--- src/rtl/pipeline_control_unit_pkg.sv ---
// Shared definitions for the pipeline control unit.
// Holds the controller state encoding and the NOP instruction word that the
// IF/ID register loads when it is flushed.
package pipeline_control_unit_pkg;

    // RUN: normal arbitration. MEM_WAIT: frozen behind a busy data memory.
    // REDIRECT_PEND: frozen, with a taken-branch target waiting to be applied.
    typedef enum logic [1:0] {
        RUN           = 2'd0,
        MEM_WAIT      = 2'd1,
        REDIRECT_PEND = 2'd2
    } pcu_state_e;

    // addi x0, x0, 0 -- canonical RISC-V NOP used by the IF/ID flush
    localparam logic [31:0] NOP_INSTR = 32'h0000_0013;

endpackage

--- src/rtl/pipeline_control_unit_if.sv ---
// Bundle of request and control signals between the pipeline and its
// control unit.
//   master: the pipeline side, drives stall/branch/memory requests and
//           receives the per-stage controls and performance counters.
//   slave : the control unit, consumes the requests and drives the controls.
interface pipeline_control_unit_if #(
    parameter int XLEN      = 32,
    parameter int CNT_WIDTH = 16
);
    logic                 stall_req;
    logic                 branch_taken;
    logic [XLEN-1:0]      branch_target;
    logic                 dmem_busy;

    logic                 pc_write;
    logic                 pc_redirect;
    logic [XLEN-1:0]      redirect_target;
    logic                 if_id_write;
    logic                 if_id_flush;
    logic                 id_ex_bubble;
    logic                 pipe_hold;
    logic                 mem_wb_bubble;
    logic [CNT_WIDTH-1:0] stall_cycles;
    logic [CNT_WIDTH-1:0] flush_count;
    logic [CNT_WIDTH-1:0] mem_wait_cycles;
    logic                 stall_timeout;

    modport master (
        output stall_req, branch_taken, branch_target, dmem_busy,
        input  pc_write, pc_redirect, redirect_target, if_id_write,
               if_id_flush, id_ex_bubble, pipe_hold, mem_wb_bubble,
               stall_cycles, flush_count, mem_wait_cycles, stall_timeout
    );

    modport slave (
        input  stall_req, branch_taken, branch_target, dmem_busy,
        output pc_write, pc_redirect, redirect_target, if_id_write,
               if_id_flush, id_ex_bubble, pipe_hold, mem_wb_bubble,
               stall_cycles, flush_count, mem_wait_cycles, stall_timeout
    );
endinterface

--- src/rtl/pipeline_control_unit_sat_counter.sv ---
// Saturating up-counter used for the pipeline performance counters.
// Ports:
//   clk   - core clock, rising edge
//   reset - asynchronous, active-high; clears the count
//   inc   - count one event this cycle
//   count - current value; sticks at all-ones instead of wrapping
module sat_counter #(
    parameter int WIDTH = 16
) (
    input  logic             clk,
    input  logic             reset,
    input  logic             inc,
    output logic [WIDTH-1:0] count
);

    // Increment only while below all-ones so the counter never wraps.
    always_ff @(posedge clk or posedge reset) begin
        if (reset) begin
            count <= '0;
        end else if (inc && (count != {WIDTH{1'b1}})) begin
            count <= count + 1'b1;
        end
    end

endmodule

--- src/rtl/pipeline_control_unit.sv ---
// Pipeline control unit for the 5-stage core.
// Arbitrates data-memory wait, taken-branch flush and load-use stall into
// per-stage enable/flush/bubble controls. A redirect that arrives while memory
// is busy is parked and applied once memory releases. Also keeps saturating
// performance counters and a sticky load-use stall watchdog.
// Ports:
//   clk   - core clock, rising edge
//   reset - asynchronous, active-high
//   bus   - pipeline_control_unit_if.slave: requests in, controls/counters out
module pipeline_control_unit
    import pipeline_control_unit_pkg::*;
#(
    parameter int XLEN      = 32,
    parameter int CNT_WIDTH = 16,
    parameter int MAX_STALL = 8
) (
    input  logic                    clk,
    input  logic                    reset,
    pipeline_control_unit_if.slave  bus
);

    localparam int WD_W = $clog2(MAX_STALL + 1);

    pcu_state_e      state;
    pcu_state_e      next_state;
    logic [XLEN-1:0] pend_target;
    logic [WD_W-1:0] wd_count;
    logic            timeout_q;

    logic            run_rules;
    logic            latch_en;
    logic            stall_inc;
    logic            flush_inc;
    logic            pc_write_c;
    logic            if_id_write_c;
    logic            pc_redirect_c;
    logic [XLEN-1:0] target_c;
    logic            if_id_flush_c;
    logic            id_ex_bubble_c;
    logic            pipe_hold_c;
    logic            mem_wb_bubble_c;

    // State register, parked redirect target, watchdog and sticky timeout.
    always_ff @(posedge clk or posedge reset) begin
        if (reset) begin
            state       <= RUN;
            pend_target <= '0;
            wd_count    <= '0;
            timeout_q   <= 1'b0;
        end else begin
            state <= next_state;
            if (latch_en) begin
                pend_target <= bus.branch_target;
            end
            // Only an unbroken run of acted-on stalls advances the watchdog.
            if (stall_inc) begin
                if (wd_count != WD_W'(MAX_STALL)) begin
                    wd_count <= wd_count + 1'b1;
                end
                if (wd_count >= WD_W'(MAX_STALL - 1)) begin
                    timeout_q <= 1'b1;
                end
            end else begin
                wd_count <= '0;
            end
        end
    end

    // Mealy next-state and control decode. MEM_WAIT falls through to the RUN
    // rules on the cycle memory releases, so nothing is lost to a dead cycle.
    // Reset overrides the controls combinationally so the pipeline is flushed
    // for as long as reset is held.
    always_comb begin
        next_state      = state;
        run_rules       = 1'b0;
        latch_en        = 1'b0;
        stall_inc       = 1'b0;
        flush_inc       = 1'b0;
        pc_write_c      = 1'b0;
        if_id_write_c   = 1'b0;
        pc_redirect_c   = 1'b0;
        target_c        = pend_target;
        if_id_flush_c   = 1'b0;
        id_ex_bubble_c  = 1'b0;
        pipe_hold_c     = 1'b0;
        mem_wb_bubble_c = 1'b0;

        unique case (state)
            RUN: begin
                run_rules = 1'b1;
            end
            MEM_WAIT: begin
                if (bus.dmem_busy) begin
                    pipe_hold_c     = 1'b1;
                    mem_wb_bubble_c = 1'b1;
                    if (bus.branch_taken) begin
                        latch_en   = 1'b1;
                        next_state = REDIRECT_PEND;
                    end
                end else begin
                    run_rules = 1'b1;
                end
            end
            REDIRECT_PEND: begin
                if (bus.dmem_busy) begin
                    pipe_hold_c     = 1'b1;
                    mem_wb_bubble_c = 1'b1;
                end else begin
                    // Parked redirect wins; any stall request is wrong-path.
                    pc_write_c     = 1'b1;
                    pc_redirect_c  = 1'b1;
                    target_c       = pend_target;
                    if_id_flush_c  = 1'b1;
                    id_ex_bubble_c = 1'b1;
                    flush_inc      = 1'b1;
                    next_state     = RUN;
                end
            end
            default: begin
                next_state = RUN;
            end
        endcase

        if (run_rules) begin
            if (bus.dmem_busy) begin
                pipe_hold_c     = 1'b1;
                mem_wb_bubble_c = 1'b1;
                latch_en        = bus.branch_taken;
                next_state      = bus.branch_taken ? REDIRECT_PEND : MEM_WAIT;
            end else if (bus.branch_taken) begin
                pc_write_c     = 1'b1;
                pc_redirect_c  = 1'b1;
                target_c       = bus.branch_target;
                if_id_flush_c  = 1'b1;
                id_ex_bubble_c = 1'b1;
                flush_inc      = 1'b1;
                next_state     = RUN;
            end else if (bus.stall_req) begin
                id_ex_bubble_c = 1'b1;
                stall_inc      = 1'b1;
                next_state     = RUN;
            end else begin
                pc_write_c    = 1'b1;
                if_id_write_c = 1'b1;
                next_state    = RUN;
            end
        end

        if (reset) begin
            pc_write_c      = 1'b0;
            if_id_write_c   = 1'b0;
            pc_redirect_c   = 1'b0;
            if_id_flush_c   = 1'b1;
            id_ex_bubble_c  = 1'b1;
            pipe_hold_c     = 1'b0;
            mem_wb_bubble_c = 1'b1;
        end
    end

    assign bus.pc_write        = pc_write_c;
    assign bus.if_id_write     = if_id_write_c;
    assign bus.pc_redirect     = pc_redirect_c;
    assign bus.redirect_target = target_c;
    assign bus.if_id_flush     = if_id_flush_c;
    assign bus.id_ex_bubble    = id_ex_bubble_c;
    assign bus.pipe_hold       = pipe_hold_c;
    assign bus.mem_wb_bubble   = mem_wb_bubble_c;
    assign bus.stall_timeout   = timeout_q;

    sat_counter #(.WIDTH(CNT_WIDTH)) u_stall_cnt (
        .clk   (clk),
        .reset (reset),
        .inc   (stall_inc),
        .count (bus.stall_cycles)
    );

    sat_counter #(.WIDTH(CNT_WIDTH)) u_flush_cnt (
        .clk   (clk),
        .reset (reset),
        .inc   (flush_inc),
        .count (bus.flush_count)
    );

    sat_counter #(.WIDTH(CNT_WIDTH)) u_mem_wait_cnt (
        .clk   (clk),
        .reset (reset),
        .inc   (bus.dmem_busy),
        .count (bus.mem_wait_cycles)
    );

endmodule

--- src/flat_wrapper.sv ---
// flat-port wrapper written by rule: the top's interface ports become plain ports
module pipeline_control_unit_flat import pipeline_control_unit_pkg::*;
#(
    parameter int XLEN      = 32,
    parameter int CNT_WIDTH = 16,
    parameter int MAX_STALL = 8
)
  (clk, reset, bus_stall_req, bus_branch_taken, bus_branch_target, bus_dmem_busy, bus_pc_write, bus_pc_redirect, bus_redirect_target, bus_if_id_write, bus_if_id_flush, bus_id_ex_bubble, bus_pipe_hold, bus_mem_wb_bubble, bus_stall_cycles, bus_flush_count, bus_mem_wait_cycles, bus_stall_timeout);
  pipeline_control_unit_if #(.XLEN(XLEN), .CNT_WIDTH(CNT_WIDTH)) bus_i ();
  input  logic clk;
  input  logic reset;
  input wire logic [$bits(bus_i.stall_req)-1:0] bus_stall_req;
  input wire logic [$bits(bus_i.branch_taken)-1:0] bus_branch_taken;
  input wire logic [$bits(bus_i.branch_target)-1:0] bus_branch_target;
  input wire logic [$bits(bus_i.dmem_busy)-1:0] bus_dmem_busy;
  output wire logic [$bits(bus_i.pc_write)-1:0] bus_pc_write;
  output wire logic [$bits(bus_i.pc_redirect)-1:0] bus_pc_redirect;
  output wire logic [$bits(bus_i.redirect_target)-1:0] bus_redirect_target;
  output wire logic [$bits(bus_i.if_id_write)-1:0] bus_if_id_write;
  output wire logic [$bits(bus_i.if_id_flush)-1:0] bus_if_id_flush;
  output wire logic [$bits(bus_i.id_ex_bubble)-1:0] bus_id_ex_bubble;
  output wire logic [$bits(bus_i.pipe_hold)-1:0] bus_pipe_hold;
  output wire logic [$bits(bus_i.mem_wb_bubble)-1:0] bus_mem_wb_bubble;
  output wire logic [$bits(bus_i.stall_cycles)-1:0] bus_stall_cycles;
  output wire logic [$bits(bus_i.flush_count)-1:0] bus_flush_count;
  output wire logic [$bits(bus_i.mem_wait_cycles)-1:0] bus_mem_wait_cycles;
  output wire logic [$bits(bus_i.stall_timeout)-1:0] bus_stall_timeout;
  assign bus_i.stall_req = bus_stall_req;
  assign bus_i.branch_taken = bus_branch_taken;
  assign bus_i.branch_target = bus_branch_target;
  assign bus_i.dmem_busy = bus_dmem_busy;
  assign bus_pc_write = bus_i.pc_write;
  assign bus_pc_redirect = bus_i.pc_redirect;
  assign bus_redirect_target = bus_i.redirect_target;
  assign bus_if_id_write = bus_i.if_id_write;
  assign bus_if_id_flush = bus_i.if_id_flush;
  assign bus_id_ex_bubble = bus_i.id_ex_bubble;
  assign bus_pipe_hold = bus_i.pipe_hold;
  assign bus_mem_wb_bubble = bus_i.mem_wb_bubble;
  assign bus_stall_cycles = bus_i.stall_cycles;
  assign bus_flush_count = bus_i.flush_count;
  assign bus_mem_wait_cycles = bus_i.mem_wait_cycles;
  assign bus_stall_timeout = bus_i.stall_timeout;
  pipeline_control_unit #(.XLEN(XLEN), .CNT_WIDTH(CNT_WIDTH), .MAX_STALL(MAX_STALL)) u_core (.clk(clk), .reset(reset), .bus(bus_i));
endmodule
--- config.mk ---
export PLATFORM = sky130hd
export DESIGN_NAME = pipeline_control_unit_flat
export DESIGN_NICKNAME = d
export VERILOG_FILES = /design/src/rtl/pipeline_control_unit_pkg.sv /design/src/rtl/pipeline_control_unit_if.sv /design/src/rtl/pipeline_control_unit_sat_counter.sv /design/src/rtl/pipeline_control_unit.sv /design/src/flat_wrapper.sv
export SDC_FILE = /design/constraint.sdc
export NUM_CORES = 1
export LEC_CHECK = 0
export ABC_AREA = 1
export CORE_MARGIN = 5
export CORE_UTILIZATION = 50
export DETAILED_ROUTE_END_ITERATION = 16
export PLACE_DENSITY = 0.87
export SLEW_MARGIN = 20
export SYNTH_ARGS = -nofsm -noshare
export SYNTH_HDL_FRONTEND = slang
export SYNTH_SLANG_ARGS = --single-unit
--- constraint.sdc ---
create_clock -name clk -period 3.8 [get_ports clk]
set_input_delay 0.76 -clock clk [delete_from_list [all_inputs] [get_ports clk]]
set_output_delay 0.76 -clock clk [all_outputs]
set_load 0.05 [all_outputs]
==> load_flow_metrics.sql, run 1 <==
INSERT INTO impl_metrics (metric_group, metric, value, unit) VALUES
('power', 'power.leakage', '3.19', 'nW'),
('layout', 'antenna-diode-count', '0', ''),
('power', 'power_frac_seq', '32.1', '%'),
('die', 'design.core.area', '0.00977', 'mm²'),
('synth', 'yosysSeqAreaShare', '43.4', '%'),
('cts', 'num_cts_buffers', '9', ''),
('power', 'swShare', '43.1', '%'),
('sta', 'finalSetupViolations', '0', ''),
('power', 'ir_worst_vdd', '0.503', 'mV'),
('layout', 'layout-area-overhead-vs-synth', '38.0', '%'),
('synth', 'post-synth-top-area-cell', 'dfrtp_1', ''),
('worst_setup_path', 'critical_path.cell_chain', 'clkdlybuf4s50_1 > inv_2 > o21ai_4 > nor2_4 > buf_12 > nor2_1 > a21oi_1 > buf_12', ''),
('cts', 'htree_num_levels', '3', ''),
('worst_setup_path', 'worst_ep_required_time', '3.04', 'ns'),
('die', 'die_area', '0.0121', 'mm²'),
('worst_setup_path', 'cp_num_buf_inv', '4', ''),
('global_route', 'number_of_global_route_vias_before_repair', '4738', ''),
('layout', 'layout.nets', '877', ''),
('synth', 'synthDominantCellAreaShare', '43.4', '%'),
('global_route', 'grt_pass1_wl', '21.3', 'mm'),
('cts', 'cts_tree', 'done', ''),
('worst_setup_path', 'worst-setup-path-type', 'in2out', ''),
('worst_setup_path', 'worstReg2RegEnd', 'u_core.u_flush_cnt.count[11]', ''),
('synth', 'synth_top_cells_by_area', 'dfrtp_1, nand2_1, nor2_1', ''),
('cts', 'clk_pin_slew', '0.09', 'ns'),
('placement', 'place_hpwl', '9.67', 'mm'),
('synth', 'synth_seq_cells', '87', ''),
('worst_setup_path', 'timing.critical_path.max_delay_family', 'buffers and inverters', ''),
('cts', 'max-clock-path-buffers', '2', ''),
('cts', 'post_cts_buffers', '0', ''),
('worst_hold_path', 'hold_path_depth', '2', ''),
('power', 'power.clock.fraction', '19.0', '%'),
('synth', 'synth-edff-count', '0', ''),
('synth', 'count_of_distinct_cell_types_in_the_synthesized_netlist', '30', ''),
('synth', 'synthesis.area_per_instance', '7.05', 'µm²'),
('power', 'power.density', '596', 'mW/mm²'),
('cts', 'insertion_delay', '0.35', 'ns'),
('sta', 'finalHoldViolations', '0', ''),
('power', 'combPwrFrac', '48.9', '%'),
('routing', 'remaining_drc_errors', '0', ''),
('global_route', 'grt_util_all_layers', '21.8', '%'),
('synth', 'syn-instance-count', '712', ''),
('worst_hold_path', 'hold-path-endpoint', 'u_core.pend_target[16]', ''),
('worst_setup_path', 'endpoint_kind', 'primary output', ''),
('sta', 'fin_worst_skew', '0.00949', 'ns'),
('synth', 'most_common_cell_in_the_netlist', 'nand2_1', ''),
('worst_setup_path', 'startpoint_class_of_the_critical_path', 'input port', ''),
('worst_setup_path', 'worst_reg2reg_path_length_in_cells', '8', ''),
('sta', 'max_slew.worst_pin.slew', '1.02', 'ns'),
('global_route', 'grt_remaining_overflow', '0', ''),
('die', 'io-pin-count', '125', ''),
('sta', 'period_share', '89.1', '%'),
('worst_hold_path', 'min_from', 'u_core.pend_target[16]', ''),
('sta', 'slew_violations', '0', ''),
('job', 'cap_violations', '0', ''),
('placement', 'io_buffer_count', '124', ''),
('synth', 'yosysWarnings', '0', ''),
('routing', 'postRouteAntennaNets', '0', ''),
('global_route', 'grt_start_max_net_pins', '65', ''),
('worst_setup_path', 'critical_path.max_fanout', '51', ''),
('cts', 'ctsRootBufferMaster', 'clkbuf_8', ''),
('global_route', 'grt_antenna_before_repair', '0', ''),
('worst_setup_path', 'slowest_stage', 'clkdlybuf4s50_1', ''),
('die', 'initial_util', '51.4', '%'),
('worst_setup_path', 'path_common_cell', 'buf_12', ''),
('die', 'die_extent_in_y', '110', 'µm'),
('worst_setup_path', 'critPathArrivalTime', '2.63', 'ns'),
('synth', 'synth.cells.most_frequent', 'nand2_1, nor2_1, dfrtp_1', ''),
('run_status', 'status', 'complete, no violations', ''),
('sta', 'totalNegativeSetupSlack', '0', 'ns'),
('synth', 'synthFlopType', 'dfrtp_1', '');
kinds of logic after synthesis:
logic type	Yosys count	share of synthesized area, %
DFF	87	43.4
adders and majority gates	9	2.24
buffers and inverters	100	8.50
AOI/OAI and AO/OA	100	10.5
and+or+nand+nor	395	31.7
xor gates and xnor gates	21	3.66
final cells by class:
cell class	instances	area, µm²
fill	775	2850
multi-input combinational	525	2430
sequential	87	2180
timing repair buffer	128	1600
inverter	80	304
tap	133	166
clock buffer	11	141
clock inverter	5	105
state kept, by name, indices dropped and copies added, names as in the netlist:
register                     cells
u_core.wd_count                  4
u_core.pend_target              32
u_core.u_mem_wait_cnt.count     16
u_core.bus.stall_timeout         1
u_core.u_flush_cnt.count        16
u_core.u_stall_cnt.count        16
u_core.state                     2
layer usage:
layer	up-vias	GRT usage, %	wire [µm]
met4	0	8.00	221
met3	17	3.32	739
met1	2256	27.7	5560
li1	2456	-	-
met5	-	0	0
met2	170	37.5	6400
placed cells by master (no fill, tap or decap), drive strengths merged, types with 2 or more instances in the layout:
| cell | instances |
|---|---|
| clkbuf | 11 |
| a21oi | 33 |
| clkdlybuf4s50 | 86 |
| nor2 | 96 |
| buf | 42 |
| dfrtp | 87 |
| xor2 | 8 |
| bufinv | 3 |
| clkinvlp | 3 |
| nand2 | 257 |
| o21ai | 63 |
| inv | 79 |
| ha | 9 |
| xnor2 | 13 |
| nand3 | 24 |
| o21bai | 2 |
| nand3b | 4 |
| nand4 | 12 |
power groups by stage:
stage	clock network, mW	logic (mW)	registers, mW
2_1_floorplan	0	0.876	1.66
3_3_place_gp	0	1.99	1.32
3_5_place_dp	0	2.03	1.34
4_1_cts	0.800	2.03	1.32
5_1_grt	0.838	2.15	1.36
6_report	0.785	2.02	1.33
through the flow:
stage                     setup slack (ns)  cells  instance area, µm²  hold slack, ns  utilization (%)
after CTS                            0.409    969                6930           0.499             70.9
after detailed placement             0.413    953                6680           0.480             68.4
after floorplan                      0.141    712                5020           0.454                -
after global routing                 0.260    969                6930           0.515             70.9
final                                0.414    969                6930           0.497             70.9
after global placement               0.482    953                6680           0.459             68.4
how the worst max path moves through the flow:
stage | to | startpoint
after floorplan | bus_id_ex_bubble | reset
after global placement | bus_pipe_hold | bus_dmem_busy
after detailed placement | bus_redirect_target[19] | bus_dmem_busy
after CTS | bus_redirect_target[19] | bus_dmem_busy
after global routing | bus_redirect_target[12] | bus_dmem_busy
final | bus_redirect_target[19] | bus_dmem_busy
worst register-to-register path: cells and delay by family, from the launching register on:
kind	cells	cell delay [ns]
compound gates	2	0.27
fa+ha+maj	1	0.26
buf+inv	2	0.37
flops	1	0.41
simple gates	3	0.72
Note: power is estimated with default switching activity, not from simulation.
==> inputs of run 2 (changes only) <==
==> constraint.sdc (replaced) <==
create_clock -name clk -period 3.4 [get_ports clk]
set_input_delay 0.68 -clock clk [delete_from_list [all_inputs] [get_ports clk]]
set_output_delay 0.68 -clock clk [all_outputs]
set_load 0.05 [all_outputs]
==> run 2 against run 1 <==
Against the previous run:
- clock power is 22% lower
- largest power group unchanged
- setup slack worse by 0.075 ns
- via count is 0.39% higher
- non-clock buffer count is 1 higher
- critical endpoint unchanged
- clock skew is 0.0015 ns lower
- sequential share of layout area is 0.21 points higher
- largest cell class unchanged
- register-to-register slack worse by 0.27 ns
==> load_flow_metrics.sql, run 2 (synthesis gave the netlist of run 1 again) <==
INSERT INTO impl_metrics (metric_group, metric, value, unit) VALUES
('power', 'ir_worst_vdd', '0.446', 'mV'),
('power', 'p_sw', '1.97', 'mW'),
('layout', 'layout-area-overhead-vs-synth', '37.1', '%'),
('power', 'power.clock.fraction', '13.9', '%'),
('sta', 'fin_worst_skew', '0.00795', 'ns'),
('cts', 'htree_num_levels', '3', ''),
('worst_setup_path', 'delay_contributed_by_the_slowest_stage_of_the_critical_path', '0.55', 'ns'),
('power', 'power_frac_seq', '33.8', '%'),
('die', 'die_x', '110', 'µm'),
('routing', 'finalWirelength', '12.8', 'mm'),
('layout', 'post_route_cells_drive_above_1_share', '8.48', '%'),
('layout', 'max_flop_register', 'u_core.pend_target', ''),
('global_route', 'grt_start_max_net_pins', '66', ''),
('global_route', 'grt_util_all_layers', '21.8', '%'),
('routing', 'remaining_drc_errors', '0', ''),
('sta', 'finalSetupViolations', '0', ''),
('worst_setup_path', 'critical_path.max_fanout', '65', ''),
('layout', 'largest_register_ff_count', '32', ''),
('cts', 'cts_tree', 'done', ''),
('layout', 'multi_input_area', '0.00243', 'mm²'),
('global_route', 'grt_pass1_wl', '21.3', 'mm'),
('die', 'die_area', '0.0121', 'mm²'),
('global_route', 'grt_remaining_overflow', '0', ''),
('sta', 'totalNegativeSetupSlack', '0', 'ns'),
('run_status', 'status', 'complete, no violations', ''),
('layout', 'final.fill_count', '765', ''),
('layout', 'final_cell_count_no_fill', '970', ''),
('cts', 'post_cts_buffers', '0', ''),
('global_route', 'grt_antenna_before_repair', '0', ''),
('placement', 'io_buffer_count', '124', ''),
('sta', 'final.hold.worst_slack', '0.485', 'ns'),
('sta', 'grt_setup_unrepaired', 'no', ''),
('layout', 'layout.nets', '878', ''),
('sta', 'worst_slew_margin_rel', '57.7', '%'),
('cts', 'postCtsHoldBufs', '0', ''),
('worst_hold_path', 'hp-class', 'reg2reg', ''),
('job', 'cap_violations', '0', ''),
('die', 'initial_util', '51.4', '%'),
('worst_setup_path', 'critPathArrivalTime', '2.38', 'ns'),
('cts', 'post_cts_resized', '0', ''),
('cts', 'max-clock-path-buffers', '2', ''),
('sta', 'max_slew.worst_pin.slew', '0.635', 'ns'),
('layout', 'mostFrequentLayoutCell', 'nand2_1', ''),
('routing', 'postRouteAntennaNets', '0', ''),
('worst_setup_path', 'critical_path.cell_chain', 'clkdlybuf4s50_1 > inv_2 > o21ai_4 > nor2_4 > buf_12 > nor2_1 > a21oi_1 > buf_12', ''),
('worst_setup_path', 'slowest_stage', 'clkdlybuf4s50_1', ''),
('sta', 'period_share', '90.1', '%'),
('die', 'design.core.area', '0.00977', 'mm²'),
('placement', 'place_hpwl', '9.77', 'mm'),
('sta', 'final_critical_path_setup_slack', '0.338', 'ns'),
('layout', 'layout.core_utilization', '70.4', '%'),
('cts', 'ctsRootBufferMaster', 'clkbuf_8', ''),
('cts', 'num_cts_buffers', '9', ''),
('sta', 'finalHoldViolations', '0', ''),
('layout', 'antenna-diode-count', '0', ''),
('worst_setup_path', 'worst_ep_required_time', '2.72', 'ns'),
('worst_setup_path', 'startpoint_class_of_the_critical_path', 'input port', ''),
('placement', 'placed_cells_incl_taps', '954', ''),
('power', 'power.density', '636', 'mW/mm²'),
('routing', 'post_drt_wl_per_cell', '13.2', 'µm'),
('power', 'swShare', '45.1', '%'),
('worst_setup_path', 'path_common_cell', 'buf_12', ''),
('routing', 'routed-via-count', '4918', ''),
('die', 'io-pin-count', '125', ''),
('layout', 'final_cell_mix', 'nand2_1, nor2_1, dfrtp_1', ''),
('sta', 'slew_violations', '0', ''),
('cts', 'insertion_delay', '0.34', 'ns'),
('cts', 'clk_pin_slew', '0.08', 'ns'),
('worst_setup_path', 'endpoint_kind', 'primary output', ''),
('worst_setup_path', 'worst-setup-path-type', 'in2out', ''),
('global_route', 'number_of_global_route_vias_before_repair', '4861', ''),
('placement', 'detailedPlace.worstSlack', '0.370', 'ns'),
('sta', 'finalCriticalPeriod', '3.06', 'ns'),
('routing', 'vias_per_inst', '5.07', ''),
('layout', 'seq_area', '0.00218', 'mm²'),
('routing', 'drt-pass1-iter-count', '5', ''),
('routing', 'dr.first_iter.drc_count', '160', ''),
('sta', 'fmaxAchievable', '327', 'MHz'),
('cts', 'cts_sinks', '87', ''),
('die', 'standard_cell_rows', '36', ''),
('power', 'internal-power', '2.40', 'mW'),
('placement', 'finalWeightedCongestion', '0.853', ''),
('power', 'combPwrFrac', '52.2', '%'),
('die', 'die_extent_in_y', '110', 'µm'),
('power', 'power.leakage', '3.17', 'nW');
==> run 2: cell types whose count changed in the layout (fill, tap and decap cells not counted), sizes merged <==
cell | previous run | this run
clkdlybuf4s50 | 86 | 85
buf | 42 | 44
clkbuf | 11 | 13
clkinv | 0 | 1
bufinv | 3 | 0
==> run 2: per-layer routing <==
layer,part of all wire [%],track usage [%]
met5,0,0
met4,1.4,8.71
met3,5.7,3.26
met2,52,39.1
met1,41,26.2
==> run 2: final cells by class <==
| type | count | share of cell area, % |
|---|---|---|
| repair buffers | 129 | 23.9 |
| well taps | 133 | 2.42 |
| clock inverters | 3 | 0.291 |
| inverters | 80 | 4.42 |
| clock buffers | 13 | 2.02 |
| multi-input cells | 525 | 35.4 |
| flip-flops and latches | 87 | 31.6 |
==> run 2: path summary, 6_finish.rpt <==
path                                          start                           end  slack, ns  cells after the start
min in group asynchronous                     reset  u_core.u_flush_cnt.count[10]       1.00                      3
min reg2reg                u_core.bus.stall_timeout      u_core.bus.stall_timeout       0.49                      1
max                                   bus_dmem_busy       bus_redirect_target[19]       0.34                      8
max reg2reg                         u_core.state[0]         u_core.pend_target[6]       1.38                      8
min                        u_core.bus.stall_timeout      u_core.bus.stall_timeout       0.49                      1
max in group asynchronous                     reset        u_core.pend_target[21]       1.89                      3
==> run 2: critical path, delay by kind of cell <==
kind | cells | cell delay, ns
buffers and inverters | 4 | 1.14
AO/OA/AOI/OAI | 2 | 0.35
AND/OR/NAND/NOR | 2 | 0.18
==> run 2: power groups by stage <==
stage	Clock (mW)	Combinational, mW	Sequential, mW
2_1_floorplan	0	0.979	1.86
3_3_place_gp	0	2.24	1.48
3_5_place_dp	0	2.30	1.50
4_1_cts	0.635	2.31	1.48
5_1_grt	0.683	2.42	1.52
6_report	0.610	2.29	1.48
==> run 2: per-stage QoR <==
step | area, µm² | power [mW]
finish | 6880 | 4.38
global route | 6880 | 4.62
CTS | 6880 | 4.42
detailed placement | 6730 | 3.80
global placement | 6730 | 3.72
floorplan | 5020 | 2.84
